[src/rtl/baud_gen_frac.sv]
// Fractional-N baud generator: os_tick / mid_tick / baud_tick from sys_clk.
// Define BAUD_GEN_FRAC_EN to enable the fractional accumulator; otherwise P = max(div_int,2).
module baud_gen_frac #(
  parameter int DIV_W      = 16,
  parameter int FRAC_W     = 4,
  parameter int OVERSAMPLE = 16,
  parameter int DEF_INT    = 13,
  parameter int DEF_FRAC   = 9
) (
  input  logic              sys_clk,
  input  logic              reset,
  input  logic              en,
  input  logic              sync,
  input  logic [DIV_W-1:0]  div_int,
  input  logic [FRAC_W-1:0] div_frac,
  input  logic              div_load,
  output logic              div_ack,
  output logic              os_tick,
  output logic              mid_tick,
  output logic              baud_tick
);
  localparam int OS_W = $clog2(OVERSAMPLE);
  localparam int P_W  = DIV_W + 1;
  typedef logic [P_W-1:0] plen_t;
  localparam plen_t P_RST = plen_t'((DEF_INT < 2) ? 2 : DEF_INT);

  function automatic plen_t eff_int(input logic [DIV_W-1:0] d);
    return (d < DIV_W'(2)) ? plen_t'(2) : plen_t'(d);
  endfunction

  logic [DIV_W-1:0] act_int, shd_int, nxt_int;
  plen_t            cnt, p_len, p_nxt;
  logic [OS_W-1:0]  os_cnt;
  logic             pending, tick, load_now, apply_shd, restart;

  // sync always wins over a period end that lands on the same edge
  assign tick      = en && !sync && (cnt == p_len - plen_t'(1));
  assign load_now  = sync && div_load;
  assign apply_shd = pending && !load_now && (sync || !en || tick);
  assign nxt_int   = load_now ? div_int : (apply_shd ? shd_int : act_int);
  assign restart   = sync || tick;

`ifdef BAUD_GEN_FRAC_EN
  logic [FRAC_W-1:0] act_frac, shd_frac, nxt_frac, acc, acc_nxt;
  logic [FRAC_W:0]   sum;

  // carry for the new period is the overflow of the add done at its end
  assign acc_nxt  = sync ? '0 : (tick ? acc + act_frac : acc);
  assign nxt_frac = load_now ? div_frac : (apply_shd ? shd_frac : act_frac);
  assign sum      = {1'b0, acc_nxt} + {1'b0, nxt_frac};
  assign p_nxt    = eff_int(nxt_int) + plen_t'(sum[FRAC_W]);

  always_ff @(posedge sys_clk or negedge reset) begin
    if (!reset) begin
      acc      <= '0;
      act_frac <= FRAC_W'(DEF_FRAC);
      shd_frac <= FRAC_W'(DEF_FRAC);
    end else begin
      acc      <= acc_nxt;
      act_frac <= nxt_frac;
      if (div_load && !load_now) shd_frac <= div_frac;
    end
  end
`else
  logic unused_frac;
  assign unused_frac = ^{div_frac, FRAC_W'(DEF_FRAC)};
  assign p_nxt       = eff_int(nxt_int);
`endif

  always_ff @(posedge sys_clk or negedge reset) begin
    if (!reset) begin
      cnt       <= '0;
      os_cnt    <= '0;
      p_len     <= P_RST;
      act_int   <= DIV_W'(DEF_INT);
      shd_int   <= DIV_W'(DEF_INT);
      pending   <= 1'b0;
      div_ack   <= 1'b0;
      os_tick   <= 1'b0;
      mid_tick  <= 1'b0;
      baud_tick <= 1'b0;
    end else begin
      act_int <= nxt_int;
      if (div_load && !load_now) shd_int <= div_int;
      pending <= !load_now && (div_load || (pending && !apply_shd));
      // period length is latched only when a new period begins
      if (restart) p_len <= p_nxt;
      if (sync)    cnt <= '0;
      else if (en) cnt <= tick ? '0 : cnt + plen_t'(1);
      if (sync)      os_cnt <= '0;
      else if (tick) os_cnt <= os_cnt + OS_W'(1);
      os_tick   <= tick;
      mid_tick  <= tick && (os_cnt == OS_W'(OVERSAMPLE/2 - 1));
      baud_tick <= tick && (os_cnt == OS_W'(OVERSAMPLE - 1));
      div_ack   <= load_now || apply_shd;
    end
  end
endmodule

[config.mk]
export PLATFORM = sky130hd
export DESIGN_NAME = baud_gen_frac
export DESIGN_NICKNAME = d
export VERILOG_FILES = /design/src/rtl/baud_gen_frac.sv
export SDC_FILE = /design/constraint.sdc
export NUM_CORES = 1
export LEC_CHECK = 0
export CELL_PAD_IN_SITES_DETAIL_PLACEMENT = 0
export CELL_PAD_IN_SITES_GLOBAL_PLACEMENT = 1
export CORE_MARGIN = 2
export CORE_UTILIZATION = 35
export DETAILED_ROUTE_END_ITERATION = 10
export PLACE_DENSITY = 0.64
export SYNTH_ARGS = -nofsm -noshare
export SYNTH_HDL_FRONTEND = slang
export SYNTH_SLANG_ARGS = --single-unit
[constraint.sdc]
create_clock -name sys_clk -period 8.2 [get_ports sys_clk]
set_input_delay 1.23 -clock sys_clk [delete_from_list [all_inputs] [get_ports sys_clk]]
set_output_delay 1.23 -clock sys_clk [all_outputs]
set_load 0.01 [all_outputs]
# Yosys cells after proc, flatten, opt, wreduce, memory -nomap -nowiden
# Index checks and enable logic that the tools add are counted.
[op_classes]
magnitude_cmp = 1
eq_ne = 3
n_mux = 8
n_reduce_logical = 21
add_sub_neg = 3
[ops]
columns = ["operator", "n"]
rows = [
  ["17-bit two-way mux", 3],
  ["16-bit two-way mux", 3],
  ["17-bit by 1-bit adder with 17-bit output (second input constant)", 1],
  ["17-bit == test", 1],
  ["17-bit by 1-bit subtractor with 17-bit output (second input constant)", 1],
  ["16-bit by 2-bit < comparator with 1-bit output (second input constant)", 1],
  ["1-bit logical AND", 10],
  ["4-bit two-way mux", 2],
  ["1-bit logical OR", 5],
  ["4-bit by 1-bit adder with 4-bit output (second input constant)", 1],
  ["4-bit by 3-bit == test with 1-bit output (second input constant)", 1],
  ["4-bit == test (second input constant)", 1],
  ["1-bit zero test", 4],
  ["2-bit nonzero test", 2],
]
[word_totals]
regBits = 75
input_bits = 25
elab_cells = 46
output_inout_bits = 4

# Longest topological paths before layout
[depth]
depth_word = 9
mapped_depth = 14
depth_no_buf = 11

# Worst setup path before layout
# No wires, ideal clock.
[synth_path]
kind = "register to register"
from = "reg p_len[0]"
to = "reg p_len[0]"
period_less_slack_ns = 3.827
stages_incl_launch_ff = 14
setup_ns = 0.086
required_ns = 8.114
slack_ns = 4.373
path_buffers = 2
arrival_time_ns = 3.740
cell_sequence = "dfstp_2 > inv_1 > ha_1 > or3b_1 > buf_2 > nor2_1 > or3_1 > or4_1 > or4_1 > buf_4 > o21ai_4 > a21boi_2 > a2111o_1 > o41a_1"
[synth_between]
elab_chain_cells = 9
elab_cells_between_ends = 10
classes_between = "add/sub: 1; order compare: 1; eq/ne: 1; mux: 3; reduce/logical: 4"
[synth_lines]
columns = ["element", "line", "source"]
rows = [
  ["from (decl)", "32", "plen_t cnt, p_len, p_nxt;"],
  ["from (signal assigned)", "87", "if (restart) p_len <= p_nxt;"],
  ["17-bit by 1-bit subtractor with 17-bit output (*)", "37", "assign tick = en && !sync && (cnt == p_len - plen_t'(1));"],
  ["17-bit == test (*)", "37", ""],
  ["1-bit logical AND (*)", "37", ""],
  ["1-bit logical OR", "39", "assign apply_shd = pending && !load_now && (sync || !en || tick);"],
  ["1-bit logical AND", "39", ""],
  ["16-bit two-way mux (2 in series)", "40", "assign nxt_int = load_now ? div_int : (apply_shd ? shd_int : act_int);"],
  ["16-bit by 2-bit < comparator with 1-bit output", "28", "return (d < DIV_W'(2)) ? plen_t'(2) : plen_t'(d);"],
  ["16-bit two-way mux", "28", ""],
]
# Mark *: on every way between the ends. The rest lies on a longest branch, timed or not.
# A chain may end at the register's enable or synchronous reset.

# Worst setup path after layout
[layout_path]
from = "reg p_len[0]"
to = "reg p_len[12]"
[layout_between]
elab_chain_cells = 9
elab_cells_between_ends = 10
classes_between = "add/sub: 1; order compare: 1; eq/ne: 1; mux: 3; reduce/logical: 4"
[layout_lines]
columns = ["element", "line", "source"]
rows = [
  ["17-bit by 1-bit subtractor with 17-bit output (*)", "37", ""],
  ["17-bit == test (*)", "37", ""],
  ["1-bit logical AND (*)", "37", ""],
  ["1-bit logical OR (*)", "39", ""],
  ["1-bit logical AND (*)", "39", ""],
  ["16-bit two-way mux (*) (2 in series)", "40", ""],
  ["net nxt_int[12]", "31", "logic [DIV_W-1:0] act_int, shd_int, nxt_int;"],
  ["16-bit by 2-bit < comparator with 1-bit output", "28", ""],
  ["16-bit two-way mux (*)", "28", ""],
]
# The timed path passes the listed nets; every way through them passes the cells marked *.

==> reports/results.txt <==
Status -> completed
Vias in the first global route -> 3100
Area Growth Syn to Fin -> 16.4%
Layout cell share with drive strength beyond 1 -> 16.2%
Critical Path Start Type -> register
CTS resizes -> 0
Chip height -> 112 µm
Design area -> 0.00472 mm²
Final worst path period share -> 57.0%
Initial drt markers -> 197
Critical-path top delay cell -> or4_1
Combinational share of power -> 18.7%
RSZ-0062 raised after global routing -> false
Placed Area -> 0.00442 mm²
CTS Buf Count -> 9
Number of iterations in the first detailed-routing pass -> 4
CTS tree -> built
Pins over their slew limit -> 0
Most frequent cells in the layout -> dfrtp_1, mux2_2, nor2_1, o21ai_0, clkdlybuf4s50_1
Synth Flop Type -> dfrtp_1
Unique masters post-synth -> 59
Post-synth ARST share -> 100%
Clk slew on worst S/H paths -> 60 ps
Critical Path Most Common Cell -> or4_1
Clock Skew -> 6.35 ps
Worst endpoint required time -> 8420 ps
Hold_buf cts -> 0
Post-DRT Antenna Nets -> 0
Post-layout worst setup margin -> 3520 ps
Routability congestion estimate -> 0.822
Initial Utilization -> 35.6%
Gr usage total -> 17.0%
Yosys warnings -> 0
Root Buffer -> clkbuf_16
Dpl hpwl -> 7100 µm
Post-Place Setup Slack -> 3530 ps
Pin count of the biggest net entering global routing -> 75
Final setup fails -> 0
H-tree lvl count -> 3
Sw frac -> 28.7%
Commonest non-fill, non-tap cell in the layout -> dfrtp_1
Initial antenna violation count -> 0
Worst setup EP type -> register
Worst-Skew Late Latency -> 330 ps
Yosys reg bits -> 74
Syn_nets -> 421
Max-slew headroom -> 37.3%
Vias -> 3120
Fillers -> 1119
Number of synthesized flops with an enable pin -> 0
Peak VDD IR -> 108 µV
PortBufs -> 24
Critical path class -> register to register
Power Density -> 224 mW/mm²
Die width -> 112 µm
CP peak stage delay -> 700 ps
Vias per cell -> 5.55
Die area -> 0.0125 mm²
CP Data Arrival Time -> 4900 ps
Number of inserted diodes -> 0
Max Cap Violations -> 0
Synth Instances -> 393
Synth Area in Adders -> 0.926%
First-pass GRT wire length -> 16500 µm
Worst min path class -> register to register
Worst-case clock buffer depth -> 2
TNS Setup -> 0 ps
# DRC -> 0
Simple-gate share of the synthesized area -> 18.5%
Clock Power Share -> 37.0%
Slew @ Worst Pin -> 940 ps
Int Pwr -> 755 µW
Fin crit period -> 4680 ps
Synth Area in Compound Gates -> 14.5%
NetSw -> 303 µW
FMAX -> 0.214 GHz
Synth Area in XOR/XNOR -> 6.92%
IO Count -> 29
Sequential Power Share -> 44.3%
Worst-path maximum fanout -> 17
Clock Sinks -> 74
Worst-path cell chain -> inv_1 > ha_1 > or3b_1 > nor2_1 > or3_1 > or4_1 > or4_1 > o21ai_4 > nand2_1 > a221o_1 > mux2_2
Rows -> 39
P_leak -> 1.93 nW
CORE AREA -> 0.0114 mm²
Syn_area_per_cell -> 10.3 µm²
Final wirelength -> 10000 µm
Post-CTS setup-driven buffer insertion count -> 0
Seq/Total Area, Yosys -> 46.0%
Main combinational cell family by area after synthesis -> simple AND/OR/NAND/NOR gates
Wire per inst -> 17.8 µm
Mux share of post-synthesis cell area -> 10.3%
# nets final -> 442
Congestion Overflow GR -> 0
Syn Std Cell Area -> 0.00405 mm²
Final hold vios -> 0
flip-flops by register name (all words and copies together) (netlist names):
| name | count |
|---|---|
| pending | 1 |
| shd_int | 16 |
| os_cnt | 4 |
| os_tick | 1 |
| mid_tick | 1 |
| baud_tick | 1 |
| act_int | 16 |
| p_len | 16 |
| div_ack | 1 |
| cnt | 17 |
worst paths after layout:
kind	from	endpoint	slack, ps	depth (start not counted)
max	p_len[0]$_DFFE_PN1P_	p_len[12]$_DFFE_PN0P_	3520	11
max in group asynchronous	reset	os_cnt[1]$_DFFE_PN0P_	6550	1
min	os_cnt[3]$_DFFE_PN0P_	mid_tick$_DFF_PN0_	500	1
max reg2reg	p_len[0]$_DFFE_PN1P_	p_len[12]$_DFFE_PN0P_	3520	11
min reg2reg	os_cnt[3]$_DFFE_PN0P_	mid_tick$_DFF_PN0_	500	1
min in group asynchronous	reset	cnt[13]$_DFFE_PN0P_	1030	1
cells in the mapped netlist (all sizes together), types with 2 or more instances:
| cell | n | share of area, % |
|---|---|---|
| nor3b | 3 | 0.56 |
| xor2 | 17 | 3.7 |
| buf | 5 | 0.83 |
| clkbuf | 12 | 1.1 |
| a31oi | 4 | 0.62 |
| or4 | 7 | 1.4 |
| mux2 | 31 | 8.6 |
| dfrtp | 65 | 40 |
| and3 | 12 | 1.9 |
| nor2 | 27 | 2.6 |
| mux2i | 7 | 1.7 |
| inv | 9 | 0.83 |
| and2 | 10 | 1.5 |
| xnor2 | 15 | 3.2 |
| a22o | 4 | 0.86 |
| a211o | 3 | 0.65 |
| ha | 3 | 0.93 |
| o31ai | 7 | 1.3 |
| nor3 | 10 | 1.5 |
| o211ai | 6 | 1.1 |
| a21oi | 6 | 0.74 |
| nand2b | 5 | 0.77 |
| a221o | 6 | 1.5 |
| nand4 | 3 | 0.46 |
| dfstp | 9 | 5.8 |
| a32o | 2 | 0.49 |
| nor4 | 9 | 1.5 |
| o21ai | 29 | 4.0 |
| nand2 | 22 | 2.0 |
| nand3 | 17 | 2.1 |
| nor2b | 7 | 1.1 |
| or3 | 3 | 0.46 |
worst max-delay path: cells and delay by family, from the launching register on:
kind | cells | cell delay [ps]
flops | 1 | 600
simple gates | 6 | 2340
compound gates | 2 | 1030
fa+ha+maj | 1 | 260
buf+inv | 1 | 60
mux | 1 | 280
power groups by stage:
stage	logic [mW]	clock network, mW	registers [mW]
final	0.198	0.391	0.468
after global routing	0.221	0.417	0.475
after floorplan	0.152	0	0.452
after CTS	0.199	0.398	0.468
after detailed placement	0.198	0	0.474
after global placement	0.195	0	0.473
per-stage QoR:
| stage | power, mW | hold slack (ps) | std cells | utilization (%) |
|---|---|---|---|---|
| after floorplan | 0.604 | 463 | 393 | - |
| final | 1.06 | 501 | 562 | 41.5 |
| after detailed placement | 0.671 | 489 | 546 | 38.9 |
| after global routing | 1.11 | 524 | 562 | 41.5 |
| after CTS | 1.07 | 510 | 562 | 41.5 |
| after global placement | 0.668 | 488 | 546 | 38.9 |
metal layers:
metal  GRT usage (%)  share of wire (%)  vias to the layer above
met2            25.4                 46                       43
met4            7.24                2.1                        0
li1                -                  -                     1494
met3            2.56                2.5                       13
met1            24.6                 50                     1570
met5               0                  0                        -
area by class of cell:
class,count,area [µm²],area share (%)
Clock buffer,11,243,5.14
Timing Repair Buffer,27,260,5.52
Tap cell,143,179,3.79
Clock inverter,5,55.1,1.17
Inverter,9,33.8,0.716
Sequential cell,74,1860,39.5
Multi-Input combinational cell,293,2080,44.2
kinds of logic (layout without fill, tap and decap cells):
logic type / after synthesis / after routing
adders and majority gates: 3 / 3
muxes: 38 / 38
buffers and inverters: 26 / 52
xor gates and xnor gates: 32 / 32
DFF: 74 / 74
and+or+nand+nor: 138 / 138
AOI/OAI and AO/OA: 82 / 82
No activity file was read; power rests on OpenSTA's default activity.
